## config.mk

```make
export PLATFORM = sky130hd
export DESIGN_NAME = hazard_scoreboard_unit
export DESIGN_NICKNAME = d
export VERILOG_FILES = /design/src/rtl/hazard_scoreboard_unit.sv
export SDC_FILE = /design/constraint.sdc
export NUM_CORES = 1
export LEC_CHECK = 0
export CORE_MARGIN = 2
export CORE_UTILIZATION = 35
export DETAILED_ROUTE_END_ITERATION = 8
export PLACE_DENSITY_LB_ADDON = 0.2
export SYNTH_ARGS = -nofsm -noshare
export SYNTH_HDL_FRONTEND = slang
export SYNTH_SLANG_ARGS = --single-unit
```

## constraint.sdc

```tcl
create_clock -name clk -period 3.95 [get_ports clk]
set_input_delay 0.5925 -clock clk [delete_from_list [all_inputs] [get_ports clk]]
set_output_delay 0.5925 -clock clk [all_outputs]
set_load 0.05 [all_outputs]
```

## src/rtl/hazard_scoreboard_unit.sv

```systemverilog
// ---------------------------------------------------------------------------
// hazard_scoreboard_unit
//
// Pipeline hazard unit for the in-order RISC-V core. It sits beside ID and
// drives every stage enable and flush. In-flight register writers are kept in
// a DEPTH-entry shift pipe (entry0 = EXE, entry1 = MEM, ...). From that pipe
// the unit derives load-use and multi-cycle stalls, per-source forwarding
// selects, taken-branch flushes lasting FLUSH_CYC cycles, a global freeze on
// data-memory wait, and a saturating count of cycles in which the PC stalled.
//
// Optional feature macro: HDU_LS_FWD_EN
//   When defined, a store whose data register (rs2) is produced by a load
//   sitting in EXE issues without stalling, and fwd_ls_o tells EXE to take
//   the store data from the MEM-stage load result on the following cycle.
//   When undefined, that case stalls like any load-use and fwd_ls_o is 0.
//
// Ports
//   clk, rst_n                core clock (rising edge), async active-low reset
//   id_valid_i                valid instruction in ID
//   rs1use_i, rs2use_i        ID reads rs1 / rs2
//   rs1_i, rs2_i              ID source registers
//   rd_i, rd_we_i             ID destination register and its write enable
//   optype_i                  00 none, 01 ALU, 10 LOAD, 11 BRANCH
//   is_mul_i                  ID op is MUL class (late result)
//   store_i                   ID op is a store (rs2 is store data only)
//   branch_taken_i            branch in EXE resolved taken
//   mem_stall_i               data memory not ready, freeze the whole pipe
//   pc_en_o .. mw_en_o        stage enables
//   fd_flush_o, de_flush_o    bubble into IF/ID, ID/EX
//   fwd_a_o, fwd_b_o          0 = regfile, k = forward from entry k-1
//   fwd_ls_o                  EXE store data from MEM-stage load result
//   stall_cnt_o               saturating count of cycles with pc_en_o = 0
// ---------------------------------------------------------------------------
module hazard_scoreboard_unit #(
    parameter int DEPTH     = 3,
    parameter int MUL_LAT   = 2,
    parameter int FLUSH_CYC = 1,
    parameter int CNT_W     = 16
) (
    input  logic                           clk,
    input  logic                           rst_n,
    input  logic                           id_valid_i,
    input  logic                           rs1use_i,
    input  logic                           rs2use_i,
    input  logic [4:0]                     rs1_i,
    input  logic [4:0]                     rs2_i,
    input  logic [4:0]                     rd_i,
    input  logic                           rd_we_i,
    input  logic [1:0]                     optype_i,
    input  logic                           is_mul_i,
    input  logic                           store_i,
    input  logic                           branch_taken_i,
    input  logic                           mem_stall_i,
    output logic                           pc_en_o,
    output logic                           fd_en_o,
    output logic                           de_en_o,
    output logic                           em_en_o,
    output logic                           mw_en_o,
    output logic                           fd_flush_o,
    output logic                           de_flush_o,
    output logic [$clog2(DEPTH+1)-1:0]     fwd_a_o,
    output logic [$clog2(DEPTH+1)-1:0]     fwd_b_o,
    output logic                           fwd_ls_o,
    output logic [CNT_W-1:0]               stall_cnt_o
);

    localparam int FSW = $clog2(DEPTH+1);
    localparam int FCW = 2;

    typedef enum logic [1:0] {
        OP_NONE   = 2'b00,
        OP_ALU    = 2'b01,
        OP_LOAD   = 2'b10,
        OP_BRANCH = 2'b11
    } optype_e;

    // Writer pipe: entry k holds the instruction k+1 stages ahead of ID.
    // rdy is the lowest entry index from which the result can be forwarded.
    logic [DEPTH-1:0] entValid_q, entValid_d;
    logic [DEPTH-1:0] entLoad_q,  entLoad_d;
    logic [4:0]       entRd_q  [DEPTH];
    logic [4:0]       entRd_d  [DEPTH];
    logic [FSW-1:0]   entRdy_q [DEPTH];
    logic [FSW-1:0]   entRdy_d [DEPTH];

    logic [FCW-1:0]   fcnt_q, fcnt_d;
    logic [CNT_W-1:0] stallCnt_q, stallCnt_d;

    logic             matchA, matchB;
    logic [FSW-1:0]   idxA, idxB;
    logic [FSW-1:0]   rdyA, rdyB;
    logic             hazA, hazB;
    logic [FSW-1:0]   fwdA, fwdB;
    logic             lsPath;
    logic             dataStall;
    logic             flushNow;

    logic             issueValid;
    logic [FSW-1:0]   issueRdy;
    logic             issueLoad;

    logic             shiftEn;
    logic             insertBubble;

    // Search from the oldest entry down to entry0 so the youngest writer of
    // a register is the one left standing. x0 and unused sources never match.
    always_comb begin
        matchA = 1'b0;
        idxA   = '0;
        rdyA   = '0;
        matchB = 1'b0;
        idxB   = '0;
        rdyB   = '0;
        for (int k = DEPTH-1; k >= 0; k--) begin
            if (entValid_q[k] && (entRd_q[k] == rs1_i)) begin
                matchA = 1'b1;
                idxA   = FSW'(k);
                rdyA   = entRdy_q[k];
            end
            if (entValid_q[k] && (entRd_q[k] == rs2_i)) begin
                matchB = 1'b1;
                idxB   = FSW'(k);
                rdyB   = entRdy_q[k];
            end
        end
        if (!rs1use_i || (rs1_i == 5'd0)) begin
            matchA = 1'b0;
        end
        if (!rs2use_i || (rs2_i == 5'd0)) begin
            matchB = 1'b0;
        end
    end

    // A match hazards when the producer has not yet reached the stage where
    // its result becomes forwardable; otherwise forward from that entry.
    assign hazA = matchA && (idxA < rdyA);
    assign hazB = matchB && (idxB < rdyB);
    assign fwdA = matchA ? (idxA + FSW'(1)) : '0;
    assign fwdB = matchB ? (idxB + FSW'(1)) : '0;

`ifdef HDU_LS_FWD_EN
    // Store data produced by a load in EXE can be picked up one cycle later
    // from the MEM-stage load result, so the store need not wait for it.
    assign lsPath = id_valid_i && store_i && hazB && (idxB == '0) &&
                    entLoad_q[0] && !hazA;
`else
    assign lsPath = 1'b0;
    logic unusedLsInputs;
    assign unusedLsInputs = ^{store_i, entLoad_q};
`endif

    assign dataStall = id_valid_i && (hazA || (hazB && !lsPath));
    assign flushNow  = branch_taken_i || (fcnt_q != '0);

    assign fwd_a_o = fwdA;
    assign fwd_b_o = lsPath ? '0 : fwdB;

    // Only ALU (including MUL) and LOAD ops that really write a non-zero rd
    // become tracked writers; everything else enters the pipe as a bubble.
    always_comb begin
        issueValid = id_valid_i && rd_we_i && (rd_i != 5'd0) &&
                     ((optype_i == OP_ALU) || (optype_i == OP_LOAD));
        issueLoad  = (optype_i == OP_LOAD);
        if (optype_i == OP_LOAD) begin
            issueRdy = FSW'(1);
        end else if (is_mul_i) begin
            issueRdy = FSW'(MUL_LAT-1);
        end else begin
            issueRdy = '0;
        end
    end

    // Per-cycle control with priority mem freeze > branch flush > data stall
    // > normal issue. While rst_n is low the outputs are forced to their
    // idle values so they follow reset without waiting for a clock.
    always_comb begin
        pc_en_o      = 1'b1;
        fd_en_o      = 1'b1;
        de_en_o      = 1'b1;
        em_en_o      = 1'b1;
        mw_en_o      = 1'b1;
        fd_flush_o   = 1'b0;
        de_flush_o   = 1'b0;
        shiftEn      = 1'b1;
        insertBubble = 1'b0;
        fcnt_d       = fcnt_q;
        if (mem_stall_i) begin
            pc_en_o = 1'b0;
            fd_en_o = 1'b0;
            de_en_o = 1'b0;
            em_en_o = 1'b0;
            mw_en_o = 1'b0;
            shiftEn = 1'b0;
        end else if (flushNow) begin
            fd_flush_o   = 1'b1;
            de_flush_o   = 1'b1;
            insertBubble = 1'b1;
            if (branch_taken_i) begin
                fcnt_d = FCW'(FLUSH_CYC-1);
            end else begin
                fcnt_d = fcnt_q - FCW'(1);
            end
        end else if (dataStall) begin
            pc_en_o      = 1'b0;
            fd_en_o      = 1'b0;
            de_flush_o   = 1'b1;
            insertBubble = 1'b1;
        end
        if (!rst_n) begin
            pc_en_o    = 1'b1;
            fd_en_o    = 1'b1;
            de_en_o    = 1'b1;
            em_en_o    = 1'b1;
            mw_en_o    = 1'b1;
            fd_flush_o = 1'b0;
            de_flush_o = 1'b0;
        end
    end

    // Shift the writer pipe one stage; entry0 takes the ID instruction or a
    // bubble, and the oldest entry falls off the end.
    always_comb begin
        entValid_d = entValid_q;
        entLoad_d  = entLoad_q;
        for (int k = 0; k < DEPTH; k++) begin
            entRd_d[k]  = entRd_q[k];
            entRdy_d[k] = entRdy_q[k];
        end
        if (shiftEn) begin
            for (int k = DEPTH-1; k >= 1; k--) begin
                entValid_d[k] = entValid_q[k-1];
                entLoad_d[k]  = entLoad_q[k-1];
                entRd_d[k]    = entRd_q[k-1];
                entRdy_d[k]   = entRdy_q[k-1];
            end
            entValid_d[0] = insertBubble ? 1'b0 : issueValid;
            entLoad_d[0]  = insertBubble ? 1'b0 : issueLoad;
            entRd_d[0]    = insertBubble ? 5'd0 : rd_i;
            entRdy_d[0]   = insertBubble ? '0   : issueRdy;
        end
    end

    // Counts every PC-stalled cycle and sticks at all-ones.
    always_comb begin
        stallCnt_d = stallCnt_q;
        if (!pc_en_o && (stallCnt_q != '1)) begin
            stallCnt_d = stallCnt_q + CNT_W'(1);
        end
    end

    always_ff @(posedge clk or negedge rst_n) begin
        if (!rst_n) begin
            entValid_q <= '0;
            entLoad_q  <= '0;
            for (int k = 0; k < DEPTH; k++) begin
                entRd_q[k]  <= 5'd0;
                entRdy_q[k] <= '0;
            end
            fcnt_q     <= '0;
            stallCnt_q <= '0;
        end else begin
            entValid_q <= entValid_d;
            entLoad_q  <= entLoad_d;
            for (int k = 0; k < DEPTH; k++) begin
                entRd_q[k]  <= entRd_d[k];
                entRdy_q[k] <= entRdy_d[k];
            end
            fcnt_q     <= fcnt_d;
            stallCnt_q <= stallCnt_d;
        end
    end

    assign stall_cnt_o = stallCnt_q;

`ifdef HDU_LS_FWD_EN
    logic fwdLs_q, fwdLs_d;

    // Pulses for the one cycle in which the forwarded store sits in EXE;
    // it holds through a memory freeze and is dropped by a flush.
    always_comb begin
        fwdLs_d = lsPath;
        if (mem_stall_i) begin
            fwdLs_d = fwdLs_q;
        end else if (flushNow) begin
            fwdLs_d = 1'b0;
        end
    end

    always_ff @(posedge clk or negedge rst_n) begin
        if (!rst_n) begin
            fwdLs_q <= 1'b0;
        end else begin
            fwdLs_q <= fwdLs_d;
        end
    end

    assign fwd_ls_o = fwdLs_q;
`else
    assign fwd_ls_o = 1'b0;
`endif

endmodule

```

**Word-level counts from Yosys, hierarchy flattened**

Cells that the tools add are included.
W data, S select, Z words.

- Flip-flop bits (word level): 42
- Input port bits: 27

- Add/sub/neg operators: 4
- Order comparisons: 2
- Equal/unequal tests: 9
- Muxes and demuxes: 41
- Bitwise gates (word level): 1
- Reduce and logical (&&, ||, !) cells: 26

Operators by type and width:

| operator | number |
|---|---|
| $mux W2 | 16 |
| $eq A5 B5 Y1 | 6 |
| $mux W1 | 24 |
| $add A16 B1 Y16 const B | 1 |
| $ne A16 B16 Y1 const B | 1 |
| $logic_and A1 B1 Y1 | 13 |
| $logic_not A5 Y1 | 2 |
| $logic_or A1 B1 Y1 | 5 |
| $mux W5 | 1 |
| $reduce_bool A5 Y1 | 1 |
| $add A2 B1 Y2 const B | 2 |
| $lt A2 B2 Y1 | 2 |
| $logic_not A1 Y1 | 3 |
| $eq A2 B1 Y1 const B | 1 |
| $eq A2 B2 Y1 const B | 1 |
| $reduce_and A2 Y1 | 1 |
| $reduce_bool A2 Y1 | 1 |
| $sub A2 B1 Y2 const B | 1 |
| $not A1 Y1 | 1 |

**Depth between registers and ports, before layout**

Gate-level depths: netlist (run 1).

- Depth in word-level cells: 15
- Depth in mapped cells: 7
- Depth with buffers taken out: 6

**Least setup slack after synthesis (run 1)**

Ideal clock, no wire load.

- Kind: in2out
- Start point: input rs1_i[1]
- End point: output pc_en_o
- Arrival time: 2.693 ns
- Data required time: 3.357 ns
- Slack: 0.664 ns
- Cell stages on the path: 7
- Cell sequence: or4_1 o21ai_2 and4b_4 o2111ai_4 buf_4 and2_1 buf_4

- Longest elaborated chain between the ends: 13
- Elaborated cells on any way between the ends: 26
- Classes of those cells: order compare: 1; eq/ne: 3; mux: 14; reduce/logical: 8

RTL lines:

| what | line | text |
|---|---|---|
| from (decl) | 45 | `input logic [4:0] rs1_i,` |
| $eq A5 B5 Y1 | 115 | `if (entValid_q[k] && (entRd_q[k] == rs1_i)) begin` |
| $logic_and A1 B1 Y1 | 115 |  |
| $mux W2 or $mux W1 (tied branches) (3 in series) | 115 |  |
| $lt A2 B2 Y1 or $mux W1 (tied branches) | 136, 126 |  |
| $logic_and A1 B1 Y1 * | 136 | `assign hazA = matchA && (idxA < rdyA);` |
| $logic_or A1 B1 Y1 * | 152 | `assign dataStall = id_valid_i && (hazA \|\| (hazB && !lsPath));` |
| $logic_and A1 B1 Y1 * | 152 |  |
| $mux W1 * (4 in series) | - |  |
| to (decl) | 54 | `output logic pc_en_o,` |

Every way passes the cells marked *; elsewhere a longest branch is shown, timed or not.

**Final worst setup path (run 1)**

- Start point: input rs1_i[2]
- End point: output fwd_a_o[0]

- Longest elaborated chain between the ends: 7
- Elaborated cells on any way between the ends: 16
- Classes of those cells: add/sub: 1; eq/ne: 3; mux: 7; reduce/logical: 5

RTL lines:

| what | line | text |
|---|---|---|
| parallel branches: the longest is 6 deep, another holds $add A2 B1 Y2 | - |  |
| $mux W2 * | 138 | `assign fwdA = matchA ? (idxA + FSW'(1)) : '0;` |
| to (decl) | 61 | `output logic [$clog2(DEPTH+1)-1:0] fwd_a_o,` |

Mark *: on every way between the ends.

==> qor.txt, run 1 <==
Outcome: finished clean
Post-synth cell types: 42
Total clock sinks: 37
WP data arrival: 2.97 ns
Pleak: 1.25 nW
Setup slack, reg-to-reg: 1.37 ns
1st-pass router iterations: 5
Skew-Pair Late Insertion Delay: 0.30 ns
Setup TNS: 0 ns
Fraction of layout cells with a size suffix above 1: 12.5%
Remaining antenna violation count: 0
GRT Total Usage: 15.8%
Grt ovf: 0
Post-CTS sizing: 0
Crit share post-route: 90.2%
DR vias: 1714
Routed wire length: 5.16 mm
Worst-path clk slew: 0.08 ns
Cell count after synthesis: 211
Root Driver: clkbuf_8
Prevailing post-synth register cell: dfrtp_1
Max Cap Viol: 0
First-pass GRT wire length: 8.80 mm
Die H: 83.3 um
EDFF count, synth: 0
Max FO, Critical Path: 4
Initial core utilization: 36.7%
Total CTS buffers: 5
Syn_area_per_cell: 10.4 um^2
Worst-case clock buffer depth: 2
Hold Path Class: input pin to asynchronous set/reset pin
Sequential-to-total area share from yosys stat: 42.1%
Top sig layer: met4
PD cells: 463 mW/mm^2
R2R Path End: stall_cnt_o[14]
RSZ-0062 raised after global routing: false
CTS tree: built
WS Path Type: input pin to output pin
Dpl cells: 331
Post-Route M1 WL: 2.41 mm
Startpoint Class: input pin
Reg2Reg Launch Point: entRd_q[13]
Initial drt markers: 96
Io pins: 55
Slew @ Worst Pin: 0.503 ns
Die Wd: 83.3 um
CTS Hold Bufs: 0
Worst Setup End Kind: output pin
Final GP Congestion: 0.766
Worst Skew: 0.00599 ns
Layout overhead on the synthesized area: 30.8%
Hold Vio Cnt, Final: 0
Avg WL per Cell: 15.2 um
Min Tclk post-route: 3.56 ns
Number of antenna violations at the first check in global routing: 0
DRC viols: 0
Relative slew slack: 66.4%
Cell Area, Synth: 0.00220 mm^2
Syn. warnings: 0
Register-to-Register Path Depth: 7
H-tree depth: 2
CP Data Required Time: 3.36 ns
Slew Viols, Final: 0
Dpl ws: 0.410 ns
Met2 wire length: 2.44 mm
Post-CTS Setup Inserts: 0
Post-layout worst setup margin: 0.385 ns
Via density: 5.06
Worst setup path startpoint: rs1_i[2]
Max Clock Freq: 0.281 GHz
Final number of setup-violating endpoints: 0
Synth Register Bits: 37
Ys async rst share: 100%
Nets@finish: 293
Final cell count without fillers: 339
ANT cells: 0
Worst vdd ir: 0.000410 V
Hpwl dp: 3.81 mm
Largest net degree at the start of global routing: 28
Met3 WL: 258 um
I/O Buffers: 52
Row cnt: 28
Core area: 0.00599 mm^2
Die ar.: 0.00694 mm^2
Vias in the first global route: 1777
Syn_nets: 241
-- final cells by class --
cell class | instances | area (um^2)
Timing Repair Buffer | 56 | 563
Tap cell | 75 | 93.8
Sequential cell | 37 | 926
Clock buffer | 6 | 72.6
Inverter | 5 | 18.8
Fill cell | 566 | 3110
Clock inverter | 2 | 10.0
Multi-Input combinational cell | 158 | 1190
-- metrics by stage --
step                hold slack, ns  util (%)  total power, mW  instance area (um^2)
global route                 0.198      48.1             1.42                  2880
floorplan                    0.297         -            0.896                  2200
global placement             0.477      46.7             1.07                  2800
detailed placement           0.476      46.7             1.08                  2800
CTS                          0.187      48.1             1.35                  2880
finish                       0.185      48.1             1.33                  2880
-- kinds of logic after synthesis --
| family | count (synthesis) | share of synthesized area [%] |
|---|---|---|
| AO/OA/AOI/OAI | 39 | 13.0 |
| XOR/XNOR | 42 | 16.7 |
| adder cells (fa/ha/maj) | 3 | 1.71 |
| buffers and inverters | 16 | 3.64 |
| flip-flops | 37 | 42.1 |
| multiplexers | 15 | 7.67 |
| other | 1 | 0.170 |
| AND/OR/NAND/NOR | 58 | 15.0 |
-- per-layer routing --
| metal | global-route usage, % | up-vias |
|---|---|---|
| met1 | 21.1 | 809 |
| met3 | 4.37 | 6 |
| li1 | - | 852 |
| met2 | 25.3 | 47 |
| met5 | 0 | - |
| met4 | 4.32 | 0 |
-- worst max-delay path by stage --
stage | end | slack, ns | cells past startpoint
floorplan | pc_en_o | 0.66 | 7
global placement | fwd_a_o[1] | 0.39 | 6
detailed placement | fwd_a_o[0] | 0.41 | 6
CTS | fwd_a_o[0] | 0.40 | 6
global route | fwd_a_o[1] | 0.22 | 6
finish | fwd_a_o[0] | 0.39 | 6
-- critical path, cell delays in order --
cell             delay, ns
clkdlybuf4s50_1       0.53
or4_1                 0.57
o21ai_2               0.17
and4b_4               0.24
o21bai_1              0.16
clkdlybuf4s50_1       0.70
-- Yosys cell counts, drive strengths merged (2+ instances only) --
| library cell | count | share of area [%] |
|---|---|---|
| buf | 7 | 2.1 |
| mux2 | 15 | 7.7 |
| nor4 | 5 | 1.4 |
| nand2 | 13 | 2.2 |
| nand2b | 2 | 0.57 |
| clkbuf | 4 | 0.68 |
| nand3 | 9 | 2.0 |
| and3 | 5 | 1.4 |
| a22o | 7 | 2.8 |
| a31oi | 2 | 0.57 |
| a21boi | 2 | 0.85 |
| a211oi | 5 | 1.7 |
| nor2 | 4 | 0.68 |
| xnor2 | 8 | 3.2 |
| nand4 | 5 | 1.4 |
| a21oi | 12 | 2.7 |
| inv | 5 | 0.85 |
| o21ai | 6 | 1.5 |
| ha | 3 | 1.7 |
| xor2 | 34 | 14 |
| or2 | 2 | 0.57 |
| and2 | 3 | 0.85 |
| nor3 | 3 | 0.68 |
| or4 | 2 | 0.68 |
| dfrtp | 37 | 42 |
-- cells in the final DEF (no fill, tap or decap), types with 2 or more instances in the layout --
master and n:
nor4_1 5, clkinv_2 2, mux2_2 11, ha_1 3, a22o_1 7, and3_1 5
xnor2_1 8, or2_2 2, inv_1 5, nand2b_1 2, xor2_1 34, and2_1 3
o21ai_0 4, nand3_1 9, nand4_1 5, dfrtp_1 37, a31oi_1 2, nor2_1 4
mux2_1 4, or4_1 2, clkbuf_8 5, nor3_1 3, nand2_1 13, buf_12 2
a21oi_1 12, a211oi_1 5, buf_4 5, clkdlybuf4s50_1 48
-- where the power goes --
part / total (mW) / internal [mW] / switching [mW]
clock network: 0.262 / 0.122 / 0.139
registers: 0.559 / 0.460 / 0.0986
logic: 0.512 / 0.217 / 0.295
total: 1.33 / 0.800 / 0.533
-- sequential cells by signal (all words and copies together) (netlist names) --
name / flops
entRd_q: 15
entRdy_q: 1
entValid_q: 3
fcnt_q: 2
stall_cnt_o: 16
No activity file was read; power rests on OpenSTA's default activity.
==> run 2, diff against run 1 <==
--- a/config.mk
+++ b/config.mk
@@ -5,8 +5,10 @@
 export SDC_FILE = /design/constraint.sdc
 export NUM_CORES = 1
 export LEC_CHECK = 0
+export CAP_MARGIN = 25
 export CORE_MARGIN = 2
 export CORE_UTILIZATION = 35
+export CTS_BUF_LIST = sky130_fd_sc_hd__clkbuf_16
 export DETAILED_ROUTE_END_ITERATION = 8
 export PLACE_DENSITY_LB_ADDON = 0.2
 export SYNTH_ARGS = -nofsm -noshare
==> run 2 against run 1 <==
Net effect:
- clock power grew 45%
- first-iteration DRC count grew 4.2%
- global-route usage grew 0.10 points
- power grew 9.2%
- cell area grew 2.0%
- utilization grew 0.94 points
- clock skew shrank 0.0024 ns
- non-clock buffer count is the same
- critical endpoint unchanged
==> qor.txt, run 2 (synthesis gave the netlist of run 1 again) <==
Post-CTS sizing: 0 (unchanged)
Fin area: 0.00294 mm^2 (was 0.00288 mm^2)
Final number of setup-violating endpoints: 0 (unchanged)
Dpl ws: 0.410 ns (unchanged)
WS Path Type: input pin to output pin (unchanged)
First-pass GRT wire length: 8.87 mm (was 8.80 mm)
Max FFs per register: 16 (unchanged)
CTS tree: built (unchanged)
Post-placement cell area: 0.00280 mm^2 (unchanged)
Max FO, Critical Path: 4 (unchanged)
Die ar.: 0.00694 mm^2 (unchanged)
Most common cell after layout, fill and taps aside: clkdlybuf4s50_1 (unchanged)
Vias in the first global route: 1809 (was 1777)
Hold Path Class: input pin to asynchronous set/reset pin (unchanged)
Core area: 0.00599 mm^2 (unchanged)
1st-pass router iterations: 4 (was 5)
Final GP Congestion: 0.766 (unchanged)
Reg2Reg Launch Point: entRd_q[13] (unchanged)
CTS Hold Bufs: 0 (unchanged)
Setup slack, reg-to-reg: 1.37 ns (about the same)
ANT cells: 0 (unchanged)
Grt ovf: 0 (unchanged)
Largest net degree at the start of global routing: 28 (unchanged)
RSZ-0062 raised after global routing: false (unchanged)
Setup TNS: 0 ns (unchanged)
Nets@finish: 293 (unchanged)
Crit path max-delay family: buffers and inverters (unchanged)
Post-CTS Setup Inserts: 0 (unchanged)
Die Wd: 83.3 um (unchanged)
Dpl cells: 331 (unchanged)
GRT Total Usage: 15.9% (was 15.8%)
Hold Vio Cnt, Final: 0 (unchanged)
Total CTS buffers: 5 (unchanged)
Die H: 83.3 um (unchanged)
Worst-case clock buffer depth: 2 (unchanged)
Commonest cells after routing, fill and taps aside: clkdlybuf4s50_1 (48), dfrtp_1 (37), xor2_1 (34), nand2_1 (13), a21oi_1 (12) (unchanged)
Worst Skew: 0.00357 ns (was 0.00599 ns)
Post-layout worst setup margin: 0.384 ns (was 0.385 ns)
Worst-path clk slew: 0.06 ns (was 0.08 ns)
Outcome: finished clean (unchanged)
Avg WL per Cell: 15.3 um (was 15.2 um)
CP Data Required Time: 3.36 ns (about the same)
Via density: 5.10 (was 5.06)
Worst Setup End Kind: output pin (unchanged)
Buf/Inv on CP: 2 (unchanged)
Fraction of layout cells with a size suffix above 1: 12.5% (unchanged)
Final cell count without fillers: 339 (unchanged)
Row cnt: 28 (unchanged)
Slew Viols, Final: 0 (unchanged)
Relative slew slack: 66.4% (unchanged)
Slew @ Worst Pin: 0.503 ns (unchanged)
Worst setup path startpoint: rs1_i[2] (unchanged)
Max Clock Freq: 0.280 GHz (was 0.281 GHz)
PD cells: 495 mW/mm^2 (was 463 mW/mm^2)
Max incr delay on CP: 0.70 ns (about the same)
Critical-path top delay cell: clkdlybuf4s50_1 (unchanged)
Layout overhead on the synthesized area: 33.4% (was 30.8%)
Hpwl dp: 3.81 mm (unchanged)
Number of antenna violations at the first check in global routing: 0 (unchanged)
Pleak: 1.28 nW (was 1.25 nW)
Root Driver: clkbuf_16 (was clkbuf_8)
Crit share post-route: 90.3% (was 90.2%)
Initial core utilization: 36.7% (unchanged)
Io pins: 55 (unchanged)
Max Cap Viol: 0 (unchanged)
Routed wire length: 5.19 mm (was 5.16 mm)
DR vias: 1729 (was 1714)
Skew-Pair Late Insertion Delay: 0.28 ns (was 0.30 ns)
DRC viols: 0 (unchanged)
H-tree depth: 2 (unchanged)
Cell Chain, Critical Path: clkdlybuf4s50_1 > or4_1 > o21ai_2 > and4b_4 > o21bai_1 > clkdlybuf4s50_1 (unchanged)
Final core occ: 49.0% (was 48.1%)
Startpoint Class: input pin (unchanged)
Initial drt markers: 100 (was 96)
Min Tclk post-route: 3.57 ns (was 3.56 ns)
I/O Buffers: 52 (unchanged)
Total clock sinks: 37 (unchanged)
Most Frequent Cell on Critical Path: clkdlybuf4s50_1 (unchanged)
WP data arrival: 2.97 ns (about the same)
Remaining antenna violation count: 0 (unchanged)
Worst vdd ir: 0.000408 V (was 0.000410 V)
==> run 2: final cells by class <==
class | instances | area (um^2)
Sequential cell | 37 | 926
Clock buffer | 5 | 125
Inverter | 5 | 18.8
Multi-Input combinational cell | 158 | 1190
Fill cell | 561 | 3060
Clock inverter | 3 | 13.8
Tap cell | 75 | 93.8
Timing Repair Buffer | 56 | 563
==> run 2: power breakdown <==
group          internal (mW)  switching, mW
clock                  0.229          0.152
sequential             0.461         0.0989
combinational          0.217          0.295
total                  0.908          0.547
==> run 2: worst paths after layout <==
check                      cells after the start         endpoint
max                                            6       fwd_a_o[0]
min                                            1       entRd_q[0]
max reg2reg                                    7  stall_cnt_o[14]
min reg2reg                                    1   stall_cnt_o[8]
max in group asynchronous                      2       entRd_q[3]
min in group clk                               1   stall_cnt_o[8]
==> run 2: metal layers <==
layer / GRT usage, % / share of wire [%]
met4: 5.66 / 1.3
met1: 20.9 / 47
met3: 3.48 / 3.9
met5: 0 / 0
met2: 25.8 / 48
==> run 2: per-stage QoR <==
step	power, mW	hold WS [ns]
after global placement	1.07	0.477
after CTS	1.47	0.212
after floorplan	0.896	0.297
after global routing	1.54	0.224
final	1.45	0.203
after detailed placement	1.08	0.476
